**config.mk**
```make
export PLATFORM = sky130hd
export DESIGN_NAME = key_debounce
export DESIGN_NICKNAME = d
export VERILOG_FILES = /design/src/rtl/key_debounce.sv
export SDC_FILE = /design/constraint.sdc
export NUM_CORES = 1
export LEC_CHECK = 0
export ABC_AREA = 1
export CAP_MARGIN = 20
export CORE_ASPECT_RATIO = 1.2
export CORE_MARGIN = 3
export CORE_UTILIZATION = 50
export DETAILED_ROUTE_END_ITERATION = 8
export GPL_TIMING_DRIVEN = 1
export MAX_ROUTING_LAYER = met4
export PLACE_DENSITY_LB_ADDON = 0.12
export SYNTH_ARGS = -nofsm -noshare
export SYNTH_HDL_FRONTEND = slang
export SYNTH_SLANG_ARGS = --single-unit
```
**constraint.sdc**
```tcl
create_clock -name clk_clk -period 1.55 [get_ports clk_clk]
set_clock_uncertainty 0.15 [all_clocks]
set_input_delay 0.2325 -clock clk_clk [delete_from_list [all_inputs] [get_ports clk_clk]]
set_output_delay 0.2325 -clock clk_clk [all_outputs]
set_load 0.03 [all_outputs]
```
**src/rtl/key_debounce.sv**
```systemverilog
// rtl/key_debounce.sv - synchroniser, per-key debouncer and edge detector for push-button pins
//
// Purpose: conditions raw, asynchronous, bouncing key pins into clean
// per-key levels, one-cycle press/release pulses and a pin-polarity
// debounced bus for the processor key PIO.
//
// Ports:
//   clk_clk            in   1            system clock
//   reset_reset        in   1            synchronous, active-high reset
//   key_raw            in   NUM_KEYS     raw key pins (asynchronous)
//   key_stable         out  NUM_KEYS     debounced level, 1 = pressed
//   key_press_pulse    out  NUM_KEYS     one-cycle pulse when key_stable rises
//   key_release_pulse  out  NUM_KEYS     one-cycle pulse when key_stable falls
//   key_export         out  NUM_KEYS     debounced level in pin polarity
//   press_count        out  8*NUM_KEYS   per-key press counters, key i at [8i+7:8i]
//
// Optional feature macro: KEY_DEBOUNCE_PRESS_CNT_EN
//   defined   - an 8-bit wrapping press counter per key drives press_count
//   undefined - press_count is constant 0 and no counter flops exist

module key_debounce #(
    parameter int NUM_KEYS        = 4,
    parameter int DEBOUNCE_CYCLES = 1000000,
    parameter int CNT_W           = 20,
    parameter int KEY_ACTIVE_LOW  = 1
) (
    input  logic                    clk_clk,
    input  logic                    reset_reset,
    input  logic [NUM_KEYS-1:0]     key_raw,
    output logic [NUM_KEYS-1:0]     key_stable,
    output logic [NUM_KEYS-1:0]     key_press_pulse,
    output logic [NUM_KEYS-1:0]     key_release_pulse,
    output logic [NUM_KEYS-1:0]     key_export,
    output logic [8*NUM_KEYS-1:0]   press_count
);

    // Pin level of a key that is not pressed.
    localparam logic PIN_UNPRESSED = (KEY_ACTIVE_LOW != 0) ? 1'b1 : 1'b0;
    localparam logic [CNT_W-1:0] CNT_MAX = CNT_W'(DEBOUNCE_CYCLES);
    localparam logic [CNT_W-1:0] CNT_ONE = CNT_W'(1);

    typedef enum logic {
        S_IDLE  = 1'b0,
        S_COUNT = 1'b1
    } state_t;

    for (genvar i = 0; i < NUM_KEYS; i++) begin : g_key
        logic             sync1_q;
        logic             sync2_q;
        logic             key_sync;
        state_t           state_q;
        state_t           state_d;
        logic [CNT_W-1:0] cnt_q;
        logic [CNT_W-1:0] cnt_d;
        logic             stable_q;
        logic             stable_d;
        logic             press_q;
        logic             press_d;
        logic             release_q;
        logic             release_d;
        logic             export_q;
        logic             export_d;

        // Normalise the synchronised pin so that 1 always means pressed.
        assign key_sync = (KEY_ACTIVE_LOW != 0) ? ~sync2_q : sync2_q;

        always_comb begin
            state_d   = state_q;
            cnt_d     = cnt_q;
            stable_d  = stable_q;
            press_d   = 1'b0;
            release_d = 1'b0;
            case (state_q)
                S_IDLE: begin
                    cnt_d = '0;
                    if (key_sync != stable_q) begin
                        state_d = S_COUNT;
                        cnt_d   = CNT_ONE;
                    end
                end
                S_COUNT: begin
                    if (key_sync == stable_q) begin
                        // Input went back before qualifying: treat as a glitch.
                        state_d = S_IDLE;
                        cnt_d   = '0;
                    end else if (cnt_q == CNT_MAX) begin
                        stable_d  = key_sync;
                        press_d   = key_sync;
                        release_d = ~key_sync;
                        state_d   = S_IDLE;
                        cnt_d     = '0;
                    end else begin
                        cnt_d = cnt_q + CNT_ONE;
                    end
                end
                default: begin
                    state_d = S_IDLE;
                    cnt_d   = '0;
                end
            endcase
            // Derived from the next level so the export bus changes together
            // with key_stable rather than a cycle later.
            export_d = (KEY_ACTIVE_LOW != 0) ? ~stable_d : stable_d;
        end

        always_ff @(posedge clk_clk) begin
            if (reset_reset) begin
                sync1_q   <= PIN_UNPRESSED;
                sync2_q   <= PIN_UNPRESSED;
                state_q   <= S_IDLE;
                cnt_q     <= '0;
                stable_q  <= 1'b0;
                press_q   <= 1'b0;
                release_q <= 1'b0;
                export_q  <= PIN_UNPRESSED;
            end else begin
                sync1_q   <= key_raw[i];
                sync2_q   <= sync1_q;
                state_q   <= state_d;
                cnt_q     <= cnt_d;
                stable_q  <= stable_d;
                press_q   <= press_d;
                release_q <= release_d;
                export_q  <= export_d;
            end
        end

        assign key_stable[i]        = stable_q;
        assign key_press_pulse[i]   = press_q;
        assign key_release_pulse[i] = release_q;
        assign key_export[i]        = export_q;

`ifdef KEY_DEBOUNCE_PRESS_CNT_EN
        logic [7:0] pcnt_q;

        always_ff @(posedge clk_clk) begin
            if (reset_reset) begin
                pcnt_q <= 8'h00;
            end else if (press_q) begin
                pcnt_q <= pcnt_q + 8'h01;
            end
        end

        assign press_count[8*i +: 8] = pcnt_q;
`else
        assign press_count[8*i +: 8] = 8'h00;
`endif
    end : g_key

endmodule : key_debounce

```
==> metrics.txt, run 1 <==
# TYPE chip_impl_metric gauge
chip_impl_metric{name="groute.usage.overall",unit="%"} 19.18
chip_impl_metric{name="max-vdd-ir-drop",unit="mV"} 0.4272
chip_impl_metric{name="synth_cells",unit=""} 812
chip_impl_metric{name="synth.ff_latch_count",unit=""} 108
chip_impl_metric{name="final-setup-viol-count",unit=""} 0
chip_impl_metric{name="first_pass_iters",unit=""} 4
chip_impl_info{name="cts-root-buf",value="sky130_fd_sc_hd__clkbuf_16"} 1
chip_impl_info{name="setup.worst_path.start_class",value="flip-flop"} 1
chip_impl_metric{name="hold_buffers",unit=""} 0
chip_impl_metric{name="dpl.cell_count",unit=""} 1026
chip_impl_metric{name="post_route_cells_drive_above_1_share",unit="%"} 23.22
chip_impl_metric{name="yosys.area_share.simple",unit="%"} 36.97
chip_impl_metric{name="hold_violations",unit=""} 0
chip_impl_metric{name="max_slew_margin",unit="%"} 66.57
chip_impl_metric{name="max_freq",unit="GHz"} 0.6600
chip_impl_metric{name="num_io_pins",unit=""} 54
chip_impl_metric{name="area_growth_syn_to_layout",unit="%"} 22.27
chip_impl_metric{name="path_buf_inv",unit=""} 1
chip_impl_metric{name="post-route-drc-count",unit=""} 0
chip_impl_metric{name="dpl_hpwl",unit="um"} 8899
chip_impl_metric{name="finish.net_count",unit=""} 909
chip_impl_metric{name="drv.max_cap_violation_count",unit=""} 0
chip_impl_metric{name="place.port_buffers",unit=""} 21
chip_impl_metric{name="clk_pin_slew_worst_paths",unit="ps"} 60
chip_impl_info{name="worst_path_dominant_cell_family",value="buffers and inverters"} 1
chip_impl_metric{name="yosys.area_share.xor_xnor",unit="%"} 6.604
chip_impl_metric{name="ys_warn_count",unit=""} 0
chip_impl_metric{name="power.density",unit="mW/mm2"} 748.9
chip_impl_metric{name="final_critical_path_share_of_the_clock_period",unit="%"} 97.75
chip_impl_metric{name="grt_first_pass_wirelength",unit="um"} 19160
chip_impl_metric{name="worst_slew_pin_slew",unit="ps"} 500.8
chip_impl_info{name="critical-path-slowest-cell",value="sky130_fd_sc_hd__dlygate4sd2_1"} 1
chip_impl_info{name="path_cells",value="dlygate4sd2_1"} 1
chip_impl_metric{name="yosys.area_share.adder",unit="%"} 1.755
chip_impl_metric{name="antenna_violations_before_repair",unit=""} 0
chip_impl_metric{name="first_global_vias",unit=""} 4541
chip_impl_metric{name="remaining_number_of_nets_flagged_by_the_antenna_check_after_routing",unit=""} 0
chip_impl_metric{name="rows",unit=""} 42
chip_impl_info{name="synth_top_family_by_area",value="simple AND/OR/NAND/NOR gates"} 1
chip_impl_metric{name="routed_wire_length_per_instance",unit="um"} 12.17
chip_impl_metric{name="crit_required",unit="ps"} 1170
chip_impl_info{name="min_path_type",value="reg -> reg"} 1
chip_impl_metric{name="tritoncts.num_buffers",unit=""} 9
chip_impl_metric{name="vertical_extent_of_the_die",unit="um"} 123.0
chip_impl_metric{name="insertedDiodeCount",unit=""} 0
chip_impl_metric{name="internal-power",unit="W"} 0.004085
chip_impl_metric{name="cts_num_sinks",unit=""} 108
chip_impl_metric{name="holdWs",unit="ps"} 264.4
chip_impl_metric{name="final.min_clock_period",unit="ps"} 1515
chip_impl_metric{name="globalRouteOverflowTotal",unit=""} 0
chip_impl_metric{name="floorplan.die_area",unit="mm2"} 0.01273
chip_impl_metric{name="viasPerCell",unit=""} 4.831
chip_impl_metric{name="pwr-share-seq",unit="%"} 53.6
chip_impl_metric{name="power.static_leakage",unit="nW"} 2.474
chip_impl_metric{name="routabilityCongestion",unit=""} 0.8518
chip_impl_metric{name="cts_htree_levels",unit=""} 3
chip_impl_metric{name="syn_avg_cell_area",unit="um2"} 7.023
chip_impl_metric{name="fraction_of_the_mapped_netlist_area_in_compound_gates",unit="%"} 3.247
chip_impl_metric{name="clkPwrFrac",unit="%"} 42.8
chip_impl_metric{name="power_frac_comb",unit="%"} 3.6
chip_impl_metric{name="yosysUniqueCellTypes",unit=""} 33
chip_impl_metric{name="layoutNonFillerInstCount",unit=""} 1054
chip_impl_metric{name="starting_density_of_the_core",unit="%"} 51.43
chip_impl_info{name="setup_repair_after_global_routing_missed_its_margin",value="yes"} 1
chip_impl_metric{name="cts.path.max_buffers",unit=""} 2
chip_impl_metric{name="p_switching",unit="W"} 0.001137
chip_impl_metric{name="tns",unit="ps"} 0
chip_impl_metric{name="slew_viol_final",unit=""} 0
chip_impl_metric{name="muxShareOfSynthArea",unit="%"} 0
chip_impl_metric{name="cp_max_fo",unit=""} 3
chip_impl_info{name="crit_type",value="reg -> out"} 1
chip_impl_metric{name="synth_area",unit="mm2"} 0.005703
chip_impl_info{name="endpoint_kind",value="output pin"} 1
chip_impl_metric{name="arrival",unit="ps"} 1130
chip_impl_metric{name="placeableCoreArea",unit="mm2"} 0.01109
chip_impl_info{name="cts_tree",value="yes"} 1
chip_impl_metric{name="die-width",unit="um"} 103.5
chip_impl_metric{name="first_iter_violations",unit=""} 159
chip_impl_metric{name="vias",unit=""} 5092
chip_impl_metric{name="post-route-util",unit="%"} 62.89
chip_impl_metric{name="grt_max_degree",unit=""} 20
chip_impl_metric{name="clk-insertion-delay-late",unit="ps"} 340
chip_impl_metric{name="synth_seq_area_share",unit="%"} 37.91
chip_impl_info{name="status",value="finished clean"} 1
chip_impl_metric{name="power_switching_share",unit="%"} 21.78
chip_impl_metric{name="totalWireLength",unit="um"} 12830
chip_impl_metric{name="critical-path-max-stage-delay",unit="ps"} 420
## path summary, 6_finish.rpt
path                      from                to  slack [ps]  cells past startpoint
max                  flip-flop     key_stable[0]          30                      1
min           g_key[0].sync1_q  g_key[0].sync2_q         260                      1
max reg2reg  g_key[0].cnt_q[0]         flip-flop          40                     10
min reg2reg   g_key[0].sync1_q  g_key[0].sync2_q         260                      1
## state kept, by name, summed over array words and instances (netlist names), named ones only
signal / count
g_key.release_q: 4
g_key.press_q: 4
g_key.cnt_q: 80
g_key.sync2_q: 4
g_key.export_q: 4
g_key.sync1_q: 4
g_key.state_q: 4
## cell type report
cell class                      count  area (um2)
Clock buffer                       14       244.0
Fill cell                        1014        4115
Multi-Input combinational cell    591        3161
Inverter                           94       352.8
Clock inverter                      2       35.03
Sequential cell                   108        2205
Tap cell                          154       192.7
Timing Repair Buffer               91       783.3
## power groups by stage
| stage | registers [W] | logic (W) | clock network (W) |
|---|---|---|---|
| after floorplan | 0.00286 | 0.000204 | 0 |
| after global placement | 0.00286 | 0.000177 | 0 |
| after detailed placement | 0.00287 | 0.000179 | 0 |
| after CTS | 0.00280 | 0.000179 | 0.00229 |
| after global routing | 0.00280 | 0.000203 | 0.00240 |
| final | 0.00280 | 0.000187 | 0.00224 |
## worst reg2reg max path: cells and delay by family (launching register included)
family | cells | cell delay [ps]
DFF | 1 | 360
adders and majority gates | 1 | 130
buffers and inverters | 3 | 270
and+or+nand+nor | 6 | 500
## metal layers
metal	share of wire (%)	GRT usage [%]	wire length [um]
met4	2.4	7.045	306
met2	52	32.06	6633
met3	2.1	2.483	268
met1	44	23.50	5624
met5	0	-	0
## synth_stat cells (all sizes together)
library cell	number	area [um2]
nor2	185	754.5
nand2	167	649.4
dfxtp	108	2162
inv	94	352.8
nand3	60	337.8
buf	53	410.4
xor2	31	271.5
a21oi	26	130.1
nand4	23	158.9
nor3	18	100.1
or2	14	87.58
xnor2	12	105.1
ha	8	100.1
o21ai	6	33.78
o21bai	2	15.01
a31oi	1	6.260
and3	1	6.260
clkbuf	1	3.750
conb	1	3.750
nand2b	1	13.76
## stage by stage
| step | total power [W] | area, um2 | setup slack, ps |
|---|---|---|---|
| 2_1_floorplan | 0.003065 | 5819 | 15.33 |
| 3_3_place_gp | 0.003042 | 6299 | -228.1 |
| 3_5_place_dp | 0.003044 | 6299 | -292.1 |
| 4_1_cts | 0.005267 | 6581 | -7.951 |
| 5_1_grt | 0.005404 | 6973 | -63.27 |
| 6_report | 0.005222 | 6973 | 34.86 |
## logic make-up after synthesis
kind of cell | after synthesis
simple gates | 469
buf+inv | 148
flops | 108
xor+xnor | 43
compound gates | 35
fa+ha+maj | 8
other cells | 1
## what timing repair did
action | in CTS | in global routing
gates cloned | 0 | 7
setup buffers | 0 | 5
endpoints found under the setup margin | 59 | 93
gates resized for setup | 28 | 93
pin swaps | 0 | 27
## layout by cell type, fill, tap and decap left out, types with 4 or more instances in the layout
| cell | netlist | routed |
|---|---|---|
| sky130_fd_sc_hd__a21oi_1 | 26 | 26 |
| sky130_fd_sc_hd__buf_4 | 48 | 64 |
| sky130_fd_sc_hd__clkbuf_1 | 1 | 5 |
| sky130_fd_sc_hd__clkbuf_16 | 0 | 11 |
| sky130_fd_sc_hd__clkdlybuf4s50_1 | 0 | 5 |
| sky130_fd_sc_hd__conb_1 | 1 | 32 |
| sky130_fd_sc_hd__dfxtp_1 | 108 | 82 |
| sky130_fd_sc_hd__dfxtp_2 | 0 | 22 |
| sky130_fd_sc_hd__dfxtp_4 | 0 | 4 |
| sky130_fd_sc_hd__dlygate4sd2_1 | 0 | 13 |
| sky130_fd_sc_hd__ha_4 | 0 | 5 |
| sky130_fd_sc_hd__inv_1 | 92 | 83 |
| sky130_fd_sc_hd__inv_2 | 2 | 11 |
| sky130_fd_sc_hd__nand2_1 | 160 | 153 |
| sky130_fd_sc_hd__nand2_2 | 6 | 12 |
| sky130_fd_sc_hd__nand2_4 | 1 | 4 |
| sky130_fd_sc_hd__nand3_1 | 54 | 49 |
| sky130_fd_sc_hd__nand3_2 | 5 | 9 |
| sky130_fd_sc_hd__nand3_4 | 1 | 4 |
| sky130_fd_sc_hd__nand4_1 | 22 | 22 |
| sky130_fd_sc_hd__nor2_1 | 171 | 148 |
| sky130_fd_sc_hd__nor2_2 | 9 | 27 |
| sky130_fd_sc_hd__nor2_4 | 5 | 10 |
| sky130_fd_sc_hd__nor3_1 | 16 | 14 |
| sky130_fd_sc_hd__nor3_2 | 2 | 4 |
| sky130_fd_sc_hd__o21ai_0 | 5 | 4 |
| sky130_fd_sc_hd__or2_0 | 4 | 4 |
| sky130_fd_sc_hd__or2_2 | 10 | 10 |
| sky130_fd_sc_hd__xnor2_1 | 12 | 12 |
| sky130_fd_sc_hd__xor2_1 | 31 | 31 |
(Power assumes the default switching activity.)
==> inputs of run 2 (changes only) <==
CORE_UTILIZATION = 52   (was 50)
==> run 2 against run 1 <==
  * The flow now finishes with violations (negative setup slack)
  * Register-to-register slack worse by 50 ps
  * Routed wire length up 2.5%
  * Via count up 1.3%
  * Critical path depth up 8
==> metrics.txt, run 2 (synthesis results as in run 1) <==
# TYPE chip_impl_metric gauge
chip_impl_metric{name="hold_buffers",unit=""} 0
chip_impl_metric{name="groute.usage.overall",unit="%"} 21.20
chip_impl_metric{name="largest_register_ff_count",unit=""} 80
chip_impl_metric{name="total_power",unit="W"} 0.005086
chip_impl_metric{name="arrival",unit="ps"} 1630
chip_impl_metric{name="routabilityCongestion",unit=""} 0.9296
chip_impl_metric{name="multi_input_area",unit="mm2"} 0.003201
chip_impl_metric{name="num_io_pins",unit=""} 54
chip_impl_metric{name="critical-path-max-stage-delay",unit="ps"} 370
chip_impl_metric{name="totalWireLength",unit="um"} 13160
chip_impl_metric{name="tritoncts.num_buffers",unit=""} 9
chip_impl_metric{name="post-route-util",unit="%"} 66.33
chip_impl_metric{name="fill_cells",unit=""} 919
chip_impl_metric{name="dp_area",unit="mm2"} 0.006245
chip_impl_metric{name="grt_max_degree",unit=""} 20
chip_impl_metric{name="first_pass_iters",unit=""} 5
chip_impl_metric{name="ff_latch_area",unit="mm2"} 0.002221
chip_impl_metric{name="power.static_leakage",unit="nW"} 2.540
chip_impl_metric{name="max_freq",unit="GHz"} 0.6403
chip_impl_info{name="cts-root-buf",value="sky130_fd_sc_hd__clkbuf_16"} 1
chip_impl_metric{name="globalRouteOverflowTotal",unit=""} 0
chip_impl_info{name="r2r-end",value="g_key[1].export_q"} 1
chip_impl_metric{name="tns",unit="ps"} -11.78
chip_impl_metric{name="ff2ff_setup_slack",unit="ps"} -10
chip_impl_info{name="endpoint_kind",value="flip-flop"} 1
chip_impl_metric{name="post_route_cells_drive_above_1_share",unit="%"} 25.69
chip_impl_info{name="status",value="finished, violations left"} 1
chip_impl_info{name="min_delay_worst_endpoint",value="g_key[0].sync2_q"} 1
chip_impl_metric{name="crit_required",unit="ps"} 1620
chip_impl_metric{name="insertedDiodeCount",unit=""} 0
chip_impl_metric{name="dpl_hpwl",unit="um"} 8938
chip_impl_metric{name="drv.max_cap_violation_count",unit=""} 0
chip_impl_metric{name="placeableCoreArea",unit="mm2"} 0.01062
chip_impl_metric{name="antenna_violations_before_repair",unit=""} 0
chip_impl_metric{name="vias",unit=""} 5156
chip_impl_info{name="setup_repair_after_global_routing_missed_its_margin",value="yes"} 1
chip_impl_metric{name="remaining_number_of_nets_flagged_by_the_antenna_check_after_routing",unit=""} 0
chip_impl_metric{name="layout.cell_area.non_filler",unit="mm2"} 0.007043
chip_impl_metric{name="rows",unit=""} 41
chip_impl_metric{name="clk-insertion-delay-late",unit="ps"} 350
chip_impl_info{name="setup.worst_path.start_class",value="flip-flop"} 1
chip_impl_metric{name="power.density",unit="mW/mm2"} 722.1
chip_impl_metric{name="cts_num_sinks",unit=""} 108
chip_impl_metric{name="finish.net_count",unit=""} 913
chip_impl_metric{name="grt_first_pass_wirelength",unit="um"} 20780
chip_impl_info{name="crit-reg2reg-launch",value="g_key[1].cnt_q[3]"} 1
chip_impl_info{name="most_common_library_cell_in_the_layout_ignoring_fill_and_taps",value="sky130_fd_sc_hd__nand2_1"} 1
chip_impl_info{name="path_cells",value="inv_4 -> nand2_1 -> nor2_2 -> nand2_1 -> nor2_2 -> buf_4 -> nand3_2 -> nand2_1 -> nand3_1"} 1
chip_impl_info{name="critical-path-slowest-cell",value="sky130_fd_sc_hd__dfxtp_2"} 1
chip_impl_info{name="failed_checks",value="negative setup slack"} 1
chip_impl_metric{name="cp_max_fo",unit=""} 5
chip_impl_metric{name="slew_viol_final",unit=""} 0
chip_impl_metric{name="final-setup-viol-count",unit=""} 1
chip_impl_metric{name="floorplan.die_area",unit="mm2"} 0.01227
chip_impl_metric{name="post-route-drc-count",unit=""} 0
chip_impl_metric{name="place.port_buffers",unit=""} 21
chip_impl_metric{name="hold_violations",unit=""} 0
chip_impl_metric{name="clk_pin_slew_worst_paths",unit="ps"} 70
chip_impl_metric{name="final_critical_path_share_of_the_clock_period",unit="%"} 100.8
chip_impl_metric{name="routed_wire_length_per_instance",unit="um"} 12.75
chip_impl_metric{name="first_global_vias",unit=""} 4795
chip_impl_metric{name="first_iter_violations",unit=""} 268
chip_impl_metric{name="die-width",unit="um"} 101.6
chip_impl_metric{name="dp_slack",unit="ps"} -279.8
chip_impl_metric{name="viasPerCell",unit=""} 4.996
chip_impl_metric{name="max-vdd-ir-drop",unit="mV"} 0.6856
chip_impl_metric{name="area_growth_syn_to_layout",unit="%"} 23.50
chip_impl_info{name="crit_type",value="reg -> reg"} 1
chip_impl_info{name="min_path_type",value="reg -> reg"} 1
chip_impl_info{name="holdCritStartpoint",value="g_key[0].sync1_q"} 1
chip_impl_info{name="cts_tree",value="yes"} 1
chip_impl_info{name="cp_common_cell",value="sky130_fd_sc_hd__nand2_1"} 1
chip_impl_metric{name="final.min_clock_period",unit="ps"} 1562
chip_impl_metric{name="starting_density_of_the_core",unit="%"} 53.71
chip_impl_metric{name="cts.path.max_buffers",unit=""} 2
chip_impl_info{name="layout_common_cells",value="sky130_fd_sc_hd__nand2_1, sky130_fd_sc_hd__nor2_1, sky130_fd_sc_hd__inv_1"} 1
chip_impl_info{name="top_register",value="g_key.cnt_q"} 1
chip_impl_metric{name="vertical_extent_of_the_die",unit="um"} 120.7
chip_impl_metric{name="final_ws_setup",unit="ps"} -11.78
chip_impl_metric{name="ff2ff_path_depth",unit=""} 9
chip_impl_metric{name="cts_htree_levels",unit=""} 3
chip_impl_metric{name="hold_path_depth",unit=""} 1
-- run 2: cell types whose count changed in the layout (fill, tap and decap cells not counted), sizes merged --
cell	delta
buf	+5
clkinvlp	+3
bufinv	-1
clkbuf	-1
dlygate4sd2	-1
nand2	-1
nand3	-1
-- run 2: power breakdown --
group	total, W	internal, W	switching, W
sequential	0.00279	0.00277	0.0000152
clock	0.00211	0.00108	0.00103
combinational	0.000188	0.0000472	0.000141
total	0.00509	0.00390	0.00118
-- run 2: what timing repair did --
action	CTS	global route
endpoints found under the setup margin	50	94
gates cloned	1	5
pin swaps	8	38
resized for setup	39	109
setup buffers	3	10
-- run 2: area by class of cell --
cell class,count,area share [%]
inverter,94,5.081
timing repair buffer,97,11.96
clock inverter,4,0.3908
clock buffer,11,3.304
tap,129,2.292
multi-input combinational,589,45.44
sequential,108,31.53
-- run 2: per-layer routing --
metal / routed length, um / vias up / global-route usage [%]
met3: 407 / 27 / 3.231
met4: 393 / 0 / 8.728
met2: 6845 / 107 / 35.15
li1: - / 2636 / -
met5: 0 / - / -
met1: 5511 / 2386 / 25.56
-- run 2: worst max-delay path: cells and delay by family (launching register included) --
family	cells	cell delay [ps]
buf+inv	2	220
flops	1	370
simple gates	7	680
-- run 2: worst max path at each step --
stage                      startpoint                 end  slack, ps  cells past startpoint
floorplan           g_key[0].cnt_q[0]  g_key[0].cnt_q[14]         20                      8
global placement          reset_reset   g_key[1].cnt_q[8]       -230                      7
detailed placement        reset_reset   g_key[1].cnt_q[8]       -280                      7
CTS                         flip-flop       key_stable[1]          2                      1
global route        g_key[1].cnt_q[3]   g_key[1].export_q        -90                      9
finish              g_key[1].cnt_q[3]   g_key[1].export_q        -10                      9
-- run 2: metrics by stage --
step                      hold slack [ps]  std cells
after global routing                270.5       1032
after floorplan                     186.3        843
after detailed placement            242.8        998
final                               258.2       1032
after CTS                           259.2       1017
after global placement              246.3        998
